**config.mk**
```make
export PLATFORM = sky130hd
export DESIGN_NAME = crc32_byte_sequencer_flat
export DESIGN_NICKNAME = d
export VERILOG_FILES = /design/src/rtl/crc32_seq_if.sv /design/src/rtl/crc32_byte_sequencer.sv /design/src/flat_wrapper.sv
export SDC_FILE = /design/constraint.sdc
export NUM_CORES = 1
export LEC_CHECK = 0
export BUFFER_PORTS_ARGS = -buffer_cell sky130_fd_sc_hd__buf_2
export CORE_UTILIZATION = 55
export CTS_BUF_LIST = sky130_fd_sc_hd__clkbuf_4 sky130_fd_sc_hd__clkbuf_8
export CTS_CLUSTER_DIAMETER = 30
export DETAILED_ROUTE_END_ITERATION = 10
export MAX_ROUTING_LAYER = met4
export PLACE_DENSITY = 0.95
export REMOVE_ABC_BUFFERS = 1
export SYNTH_ARGS = -nofsm -noshare
export SYNTH_HDL_FRONTEND = slang
export SYNTH_SLANG_ARGS = --single-unit
```
**constraint.sdc**
```tcl
create_clock -name clk_i -period 3.95 [get_ports clk_i]
set_input_delay 0 -clock clk_i [delete_from_list [all_inputs] [get_ports clk_i]]
set_output_delay 0 -clock clk_i [all_outputs]
set_load 0.02 [all_outputs]
```
**src/rtl/crc32_seq_if.sv**
```systemverilog
// crc32_seq_if
//   Groups the host write handshake and the CRC engine byte interface used by
//   crc32_byte_sequencer.
//
//   Host side : wr_valid, wr_ready, wr_data[31:0], wr_len[2:0], wr_last
//   Engine side: crc_trigger, crc_byte[7:0], crc_busy, done_pulse,
//                crc_result[31:0], data_done
//
//   Modports:
//     master - the environment (host + engine) driving the sequencer
//     slave  - the sequencer itself
interface crc32_seq_if;
  logic        wr_valid;
  logic        wr_ready;
  logic [31:0] wr_data;
  logic [2:0]  wr_len;
  logic        wr_last;
  logic        crc_trigger;
  logic [7:0]  crc_byte;
  logic        crc_busy;
  logic        done_pulse;
  logic [31:0] crc_result;
  logic        data_done;

  modport master (
    output wr_valid, wr_data, wr_len, wr_last,
    output crc_busy, done_pulse, crc_result,
    input  wr_ready, crc_trigger, crc_byte, data_done
  );

  modport slave (
    input  wr_valid, wr_data, wr_len, wr_last,
    input  crc_busy, done_pulse, crc_result,
    output wr_ready, crc_trigger, crc_byte, data_done
  );
endinterface

```
**src/rtl/crc32_byte_sequencer.sv**
```systemverilog
// crc32_byte_sequencer
//   Accepts 32-bit words (1..4 valid bytes, byte 0 first) from a host and
//   feeds them one byte at a time to a CRC32 engine, waiting for the engine's
//   done_pulse between bytes. On the last byte of a message the engine's
//   result is captured and data_done is pulsed. A per-byte watchdog aborts
//   the message if the engine never answers.
//
//   Ports:
//     clk_i, rst_n_i   clock, synchronous active-low reset
//     bus (slave)      host write handshake + engine byte interface
//     result_o         CRC of the last finished message
//     result_valid_o   result_o holds a completed message CRC
//     seq_busy_o       high whenever the sequencer is not IDLE
//     byte_count_o     bytes fed in the current/last message (saturating)
//     timeout_err_o    sticky: engine failed to answer within TIMEOUT_CYCLES
//     state_o          current FSM state (debug)
//
//   Handshake: a word transfers on a rising edge where wr_valid && wr_ready.
//   wr_ready is high only in IDLE and never depends on wr_valid; the host
//   holds wr_valid/wr_data/wr_len/wr_last stable until the transfer.
module crc32_byte_sequencer #(
  parameter int TIMEOUT_CYCLES = 32,
  parameter int CNT_W          = 16
) (
  input  logic             clk_i,
  input  logic             rst_n_i,
  crc32_seq_if.slave       bus,
  output logic [31:0]      result_o,
  output logic             result_valid_o,
  output logic             seq_busy_o,
  output logic [CNT_W-1:0] byte_count_o,
  output logic             timeout_err_o,
  output logic [1:0]       state_o
);

  localparam int TW = $clog2(TIMEOUT_CYCLES + 1);

  typedef enum logic [1:0] {
    S_IDLE   = 2'd0,
    S_ISSUE  = 2'd1,
    S_WAIT   = 2'd2,
    S_FINISH = 2'd3
  } state_e;

  state_e           state_q, state_d;
  logic [31:0]      data_q, data_d;
  logic [1:0]       last_idx_q, last_idx_d;   // wr_len - 1
  logic             last_q, last_d;
  logic [1:0]       idx_q, idx_d;
  logic             open_q, open_d;           // a message is in progress
  logic [CNT_W-1:0] cnt_q, cnt_d;
  logic [TW-1:0]    tmo_q, tmo_d;
  logic [31:0]      result_q, result_d;
  logic             rv_q, rv_d;
  logic             terr_q, terr_d;

  logic             wr_ready;
  logic             trigger;
  logic             data_done;
  logic [1:0]       len_dec;

  // Lengths outside 1..4 are treated as a full word.
  always_comb begin
    case (bus.wr_len)
      3'd1:    len_dec = 2'd0;
      3'd2:    len_dec = 2'd1;
      3'd3:    len_dec = 2'd2;
      default: len_dec = 2'd3;
    endcase
  end

  always_comb begin
    state_d    = state_q;
    data_d     = data_q;
    last_idx_d = last_idx_q;
    last_d     = last_q;
    idx_d      = idx_q;
    open_d     = open_q;
    cnt_d      = cnt_q;
    tmo_d      = tmo_q;
    result_d   = result_q;
    rv_d       = rv_q;
    terr_d     = terr_q;
    wr_ready   = 1'b0;
    trigger    = 1'b0;
    data_done  = 1'b0;

    case (state_q)
      S_IDLE: begin
        wr_ready = 1'b1;
        if (bus.wr_valid) begin
          data_d     = bus.wr_data;
          last_idx_d = len_dec;
          last_d     = bus.wr_last;
          idx_d      = 2'd0;
          open_d     = 1'b1;
          // First word of a new message restarts the count and
          // invalidates the previous result.
          if (!open_q) begin
            cnt_d = '0;
            rv_d  = 1'b0;
          end
          state_d = S_ISSUE;
        end
      end

      S_ISSUE: begin
        trigger = 1'b1;
        if (cnt_q != {CNT_W{1'b1}}) cnt_d = cnt_q + 1'b1;
        tmo_d   = '0;
        state_d = S_WAIT;
      end

      S_WAIT: begin
        if (bus.done_pulse) begin
          if (idx_q == last_idx_q) begin
            // Non-last words return to IDLE with the message still open.
            state_d = last_q ? S_FINISH : S_IDLE;
          end else begin
            idx_d   = idx_q + 1'b1;
            state_d = S_ISSUE;
          end
        end else if (tmo_q == TW'(TIMEOUT_CYCLES - 1)) begin
          // This is the TIMEOUT_CYCLES-th cycle without an answer: abort.
          terr_d    = 1'b1;
          rv_d      = 1'b0;
          data_done = 1'b1;
          open_d    = 1'b0;
          state_d   = S_IDLE;
        end else begin
          tmo_d = tmo_q + 1'b1;
        end
      end

      S_FINISH: begin
        // Capture happens on the same edge the engine sees data_done, so
        // the value is taken before the engine reinitialises.
        result_d  = bus.crc_result;
        rv_d      = 1'b1;
        data_done = 1'b1;
        open_d    = 1'b0;
        state_d   = S_IDLE;
      end

      default: state_d = S_IDLE;
    endcase
  end

  always_ff @(posedge clk_i) begin
    if (!rst_n_i) begin
      state_q    <= S_IDLE;
      data_q     <= '0;
      last_idx_q <= '0;
      last_q     <= 1'b0;
      idx_q      <= '0;
      open_q     <= 1'b0;
      cnt_q      <= '0;
      tmo_q      <= '0;
      result_q   <= '0;
      rv_q       <= 1'b0;
      terr_q     <= 1'b0;
    end else begin
      state_q    <= state_d;
      data_q     <= data_d;
      last_idx_q <= last_idx_d;
      last_q     <= last_d;
      idx_q      <= idx_d;
      open_q     <= open_d;
      cnt_q      <= cnt_d;
      tmo_q      <= tmo_d;
      result_q   <= result_d;
      rv_q       <= rv_d;
      terr_q     <= terr_d;
    end
  end

  // Byte select follows the registered index, so it is stable from the
  // trigger cycle through the whole WAIT period.
  assign bus.crc_byte    = data_q[{idx_q, 3'b000} +: 8];
  assign bus.wr_ready    = wr_ready;
  assign bus.crc_trigger = trigger;
  assign bus.data_done   = data_done;

  assign result_o       = result_q;
  assign result_valid_o = rv_q;
  assign seq_busy_o     = (state_q != S_IDLE);
  assign byte_count_o   = cnt_q;
  assign timeout_err_o  = terr_q;
  assign state_o        = state_q;

endmodule

```
**src/flat_wrapper.sv**
```systemverilog
// flat-port wrapper written by rule: the top's interface ports become plain ports
module crc32_byte_sequencer_flat 
#(
  parameter int TIMEOUT_CYCLES = 32,
  parameter int CNT_W          = 16
)
  (clk_i, rst_n_i, result_o, result_valid_o, seq_busy_o, byte_count_o, timeout_err_o, state_o, bus_wr_valid, bus_wr_data, bus_wr_len, bus_wr_last, bus_crc_busy, bus_done_pulse, bus_crc_result, bus_wr_ready, bus_crc_trigger, bus_crc_byte, bus_data_done);
  crc32_seq_if bus_i ();
  input  logic clk_i;
  input  logic rst_n_i;
  output logic [31:0] result_o;
  output logic result_valid_o;
  output logic seq_busy_o;
  output logic [CNT_W-1:0] byte_count_o;
  output logic timeout_err_o;
  output logic [1:0] state_o;
  input wire logic [$bits(bus_i.wr_valid)-1:0] bus_wr_valid;
  input wire logic [$bits(bus_i.wr_data)-1:0] bus_wr_data;
  input wire logic [$bits(bus_i.wr_len)-1:0] bus_wr_len;
  input wire logic [$bits(bus_i.wr_last)-1:0] bus_wr_last;
  input wire logic [$bits(bus_i.crc_busy)-1:0] bus_crc_busy;
  input wire logic [$bits(bus_i.done_pulse)-1:0] bus_done_pulse;
  input wire logic [$bits(bus_i.crc_result)-1:0] bus_crc_result;
  output wire logic [$bits(bus_i.wr_ready)-1:0] bus_wr_ready;
  output wire logic [$bits(bus_i.crc_trigger)-1:0] bus_crc_trigger;
  output wire logic [$bits(bus_i.crc_byte)-1:0] bus_crc_byte;
  output wire logic [$bits(bus_i.data_done)-1:0] bus_data_done;
  assign bus_i.wr_valid = bus_wr_valid;
  assign bus_i.wr_data = bus_wr_data;
  assign bus_i.wr_len = bus_wr_len;
  assign bus_i.wr_last = bus_wr_last;
  assign bus_i.crc_busy = bus_crc_busy;
  assign bus_i.done_pulse = bus_done_pulse;
  assign bus_i.crc_result = bus_crc_result;
  assign bus_wr_ready = bus_i.wr_ready;
  assign bus_crc_trigger = bus_i.crc_trigger;
  assign bus_crc_byte = bus_i.crc_byte;
  assign bus_data_done = bus_i.data_done;
  crc32_byte_sequencer #(.TIMEOUT_CYCLES(TIMEOUT_CYCLES), .CNT_W(CNT_W)) u_core (.clk_i(clk_i), .rst_n_i(rst_n_i), .bus(bus_i), .result_o(result_o), .result_valid_o(result_valid_o), .seq_busy_o(seq_busy_o), .byte_count_o(byte_count_o), .timeout_err_o(timeout_err_o), .state_o(state_o));
endmodule
```
==> results.py <==
metrics = {
    "final_layout": {
        "final_cells": 793,
        "final_area_um2": 5720,
        "num-fill-cells": 463,
        "diodes": 0,
        "area_delta_synth_final_pct": 37.8,
        "finalNetCount": 765,
        "finish.utilization": 0.788,
        "multiInputGateArea_um2": 2060,
        "regArea_um2": 1920,
        "drive_above_1_share": 0.244,
    },
    "sta": {
        "drv_slew": 0,
        "clock_skew_ps": 14.7,
        "hold_violations": 0,
        "setup_viol": 0,
        "max_freq_mhz": 348,
        "period_share": 0.727,
        "grt_setup_unrepaired": "no",
        "worst_pin_slew_ps": 1290,
        "fin_crit_ps": 2870,
        "relSlewSlack": 0.142,
        "fin_tns_setup_ps": 0,
        "setup_ws_ps": 1080,
        "hold_ws_ps": 30.7,
    },
    "power_and_ir_drop": {
        "leakage_nw": 2.40,
        "ir_worst_vdd_v": 0.000261,
        "total_power_mw": 1.93,
        "p_per_area_nw_per_um2": 338,
    },
    "critical_path": {
        "crit_family": "simple AND/OR/NAND/NOR gates",
        "crit_buf_inv": 1,
        "r2r_cells": 5,
        "required_ps": 4240,
        "path_cells": "nor2_1, and2_1, nor2_1, a311oi_1, dlygate4sd3_1",
        "r2r_end": "u_core.last_idx_q[0]",
        "cp.arrival_ps": 3160,
        "crit_top_cell": "nor2_1",
        "reg2reg_from": "u_core.state_o[1]",
        "critPathLaunch": "u_core.state_o[1]",
        "path_class": "flop to flop",
        "r2r_slack_ps": 1080,
        "worst-path-stages": 5,
        "setup.worst_path.start_class": "flop",
        "cpPeakStageDelay_ps": 1030,
        "crit_fanout": 37,
        "slowest_stage": "and2_1",
        "cp-end-kind": "flop",
        "cp-endpoint": "u_core.last_idx_q[0]",
    },
    "floorplanning": {
        "die_w_um": 88.9,
        "io_pins": 137,
        "coreArea_um2": 7250,
        "chipHeight_um": 88.9,
        "dieArea_um2": 7900,
        "initial_core_util": 0.572,
        "rows": 31,
    },
    "cts": {
        "cts_max_level": 3,
        "cts.sinks": 96,
        "root_buffer": "clkbuf_8",
        "clockBufferDepth": 2,
        "path_clk_slew_ps": 100,
        "cts_tree": "done",
        "cts_made_buffers": 9,
        "clk_latency_ps": 350,
    },
    "routing": {
        "drt_iter0_drc": 275,
        "routed_wl_um": 12900,
        "ant_nets": 0,
        "avgViaCountPerCell": 5.81,
        "dr_total_vias": 4604,
        "drtPass1Iterations": 5,
        "drc": 0,
        "wl_per_cell_um": 16.2,
    },
    "hold_path": {
        "hold_class": "input port to flop",
    },
    "synthesis": {
        "synthArstFlopShare": 0,
        "synth_area_um2": 4150,
        "yosys_most_used_dff": "dfxtp_1",
        "syn_area_per_cell_um2": 8.20,
        "synth_enable_flop_cells": 0,
        "synthCells": 506,
        "yosysWarnings": 0,
        "synth_seq_area_share": 0.463,
        "netlist-cell-type-count": 50,
        "ys_seq_elements": 96,
    },
    "grt": {
        "grt_util_all_layers": 0.331,
        "grt_max_degree": 45,
        "gr-total-overflow": 0,
        "grt_antenna_before_repair": 0,
        "grt_pass1_wl_um": 19300,
        "grt_pass1_vias": 4271,
    },
    "placement": {
        "gp_congestion": 0.912,
        "io_buffers": 135,
        "dp.cells": 708,
        "post_dp_cell_area_um2": 4830,
        "dp_hpwl_um": 7080,
        "dpl_worst_slack_ps": 1640,
    },
    "run_status": {
        "status": "complete, no violations",
    },
    "flow_run": {
        "cap_violations": 0,
    },
}
-- where the power goes --
group	leakage, nW	switching [mW]	internal [mW]
Clock	0.0918	0.337	0.297
Sequential	0.780	0.0260	1.00
Combinational	1.53	0.149	0.124
-- what timing repair did --
action	in CTS	in global routing
resized for setup	0	0
setup endpoints to repair	0	0
buffers inserted	0	0
endpoints found under the hold margin	68	0
hold buffers	70	0
-- worst min path at each step --
| stage | from | end | slack (ps) | depth (start not counted) |
|---|---|---|---|---|
| after detailed placement | bus_wr_data[11] | u_core.data_q[11] | 250 | 3 |
| final | bus_done_pulse | u_core.state_o[0] | 30 | 3 |
| after global placement | bus_wr_len[0] | u_core.last_idx_q[0] | 230 | 2 |
| after floorplan | bus_wr_len[0] | u_core.last_idx_q[0] | 120 | 1 |
| after CTS | bus_done_pulse | u_core.state_o[0] | 5 | 3 |
| after global routing | rst_n_i | u_core.tmo_q[3] | 70 | 2 |
-- cell usage in the layout (no fill, tap or decap), types with 7 or more instances in the layout --
cell type,n
a21oi_1,79
nand3_1,7
nor3_1,7
clkbuf_8,9
mux4_2,8
dlygate4sd3_1,70
buf_2,135
dfxtp_1,96
o21ai_0,17
a31oi_1,12
nor2_1,11
nand2_1,148
-- cells in the mapped netlist (4+ instances only) --
cell type	instances	area [um^2]
nand4_1	6	37.5
a31oi_1	12	75.1
inv_1	6	22.5
or4_1	4	30.0
and3_1	5	31.3
a311oi_1	4	35.0
nor2_1	12	45.0
nor2b_1	5	31.3
nand2b_1	4	25.0
nor3_1	7	35.0
a21oi_1	79	395
mux4_2	8	180
dfxtp_1	96	1920
clkbuf_1	31	116
o21ai_0	17	85.1
nand2_1	148	556
nand3_1	7	35.0
-- flip-flops by register name (all words and copies together), names as in the netlist --
signal	flops
u_core.result_o	32
u_core.last_idx_q	2
u_core.tmo_q	6
u_core.state_o	2
u_core.idx_q	2
u_core.last_q	1
u_core.data_q	32
u_core.result_valid_o	1
u_core.open_q	1
u_core.byte_count_o	16
u_core.timeout_err_o	1
-- cell type report --
| class | instances | area share |
|---|---|---|
| Multi-Input combinational cell | 369 | 0.361 |
| Sequential cell | 96 | 0.336 |
| Clock inverter | 5 | 0.0103 |
| Clock buffer | 10 | 0.0230 |
| Inverter | 7 | 0.00460 |
| Tap cell | 99 | 0.0217 |
| Timing Repair Buffer | 207 | 0.243 |
-- cells by family after synthesis --
kind of cell / count (synthesis) / synth area share
AO/OA/AOI/OAI: 138 / 0.194
XOR/XNOR: 3 / 0.00633
adder cells (fa/ha/maj): 2 / 0.00603
buffers and inverters: 41 / 0.0401
flip-flops: 96 / 0.463
multiplexers: 10 / 0.0483
AND/OR/NAND/NOR: 216 / 0.242
-- layer usage --
| layer | global-route usage | routed length [um] | share of wire |
|---|---|---|---|
| met4 | 0.169 | 381 | 0.030 |
| met2 | 0.577 | 6580 | 0.51 |
| met5 | - | 0 | 0 |
| met1 | 0.362 | 4860 | 0.38 |
| met3 | 0.0588 | 1040 | 0.081 |
-- worst reg2reg max path, stage by stage, from the launching register on --
cell and delay (ps):
dfxtp_1 490, nor2_1 310, and2_1 1040, nor2_1 100
a311oi_1 290, dlygate4sd3_1 580
(Power assumes the default switching activity.)
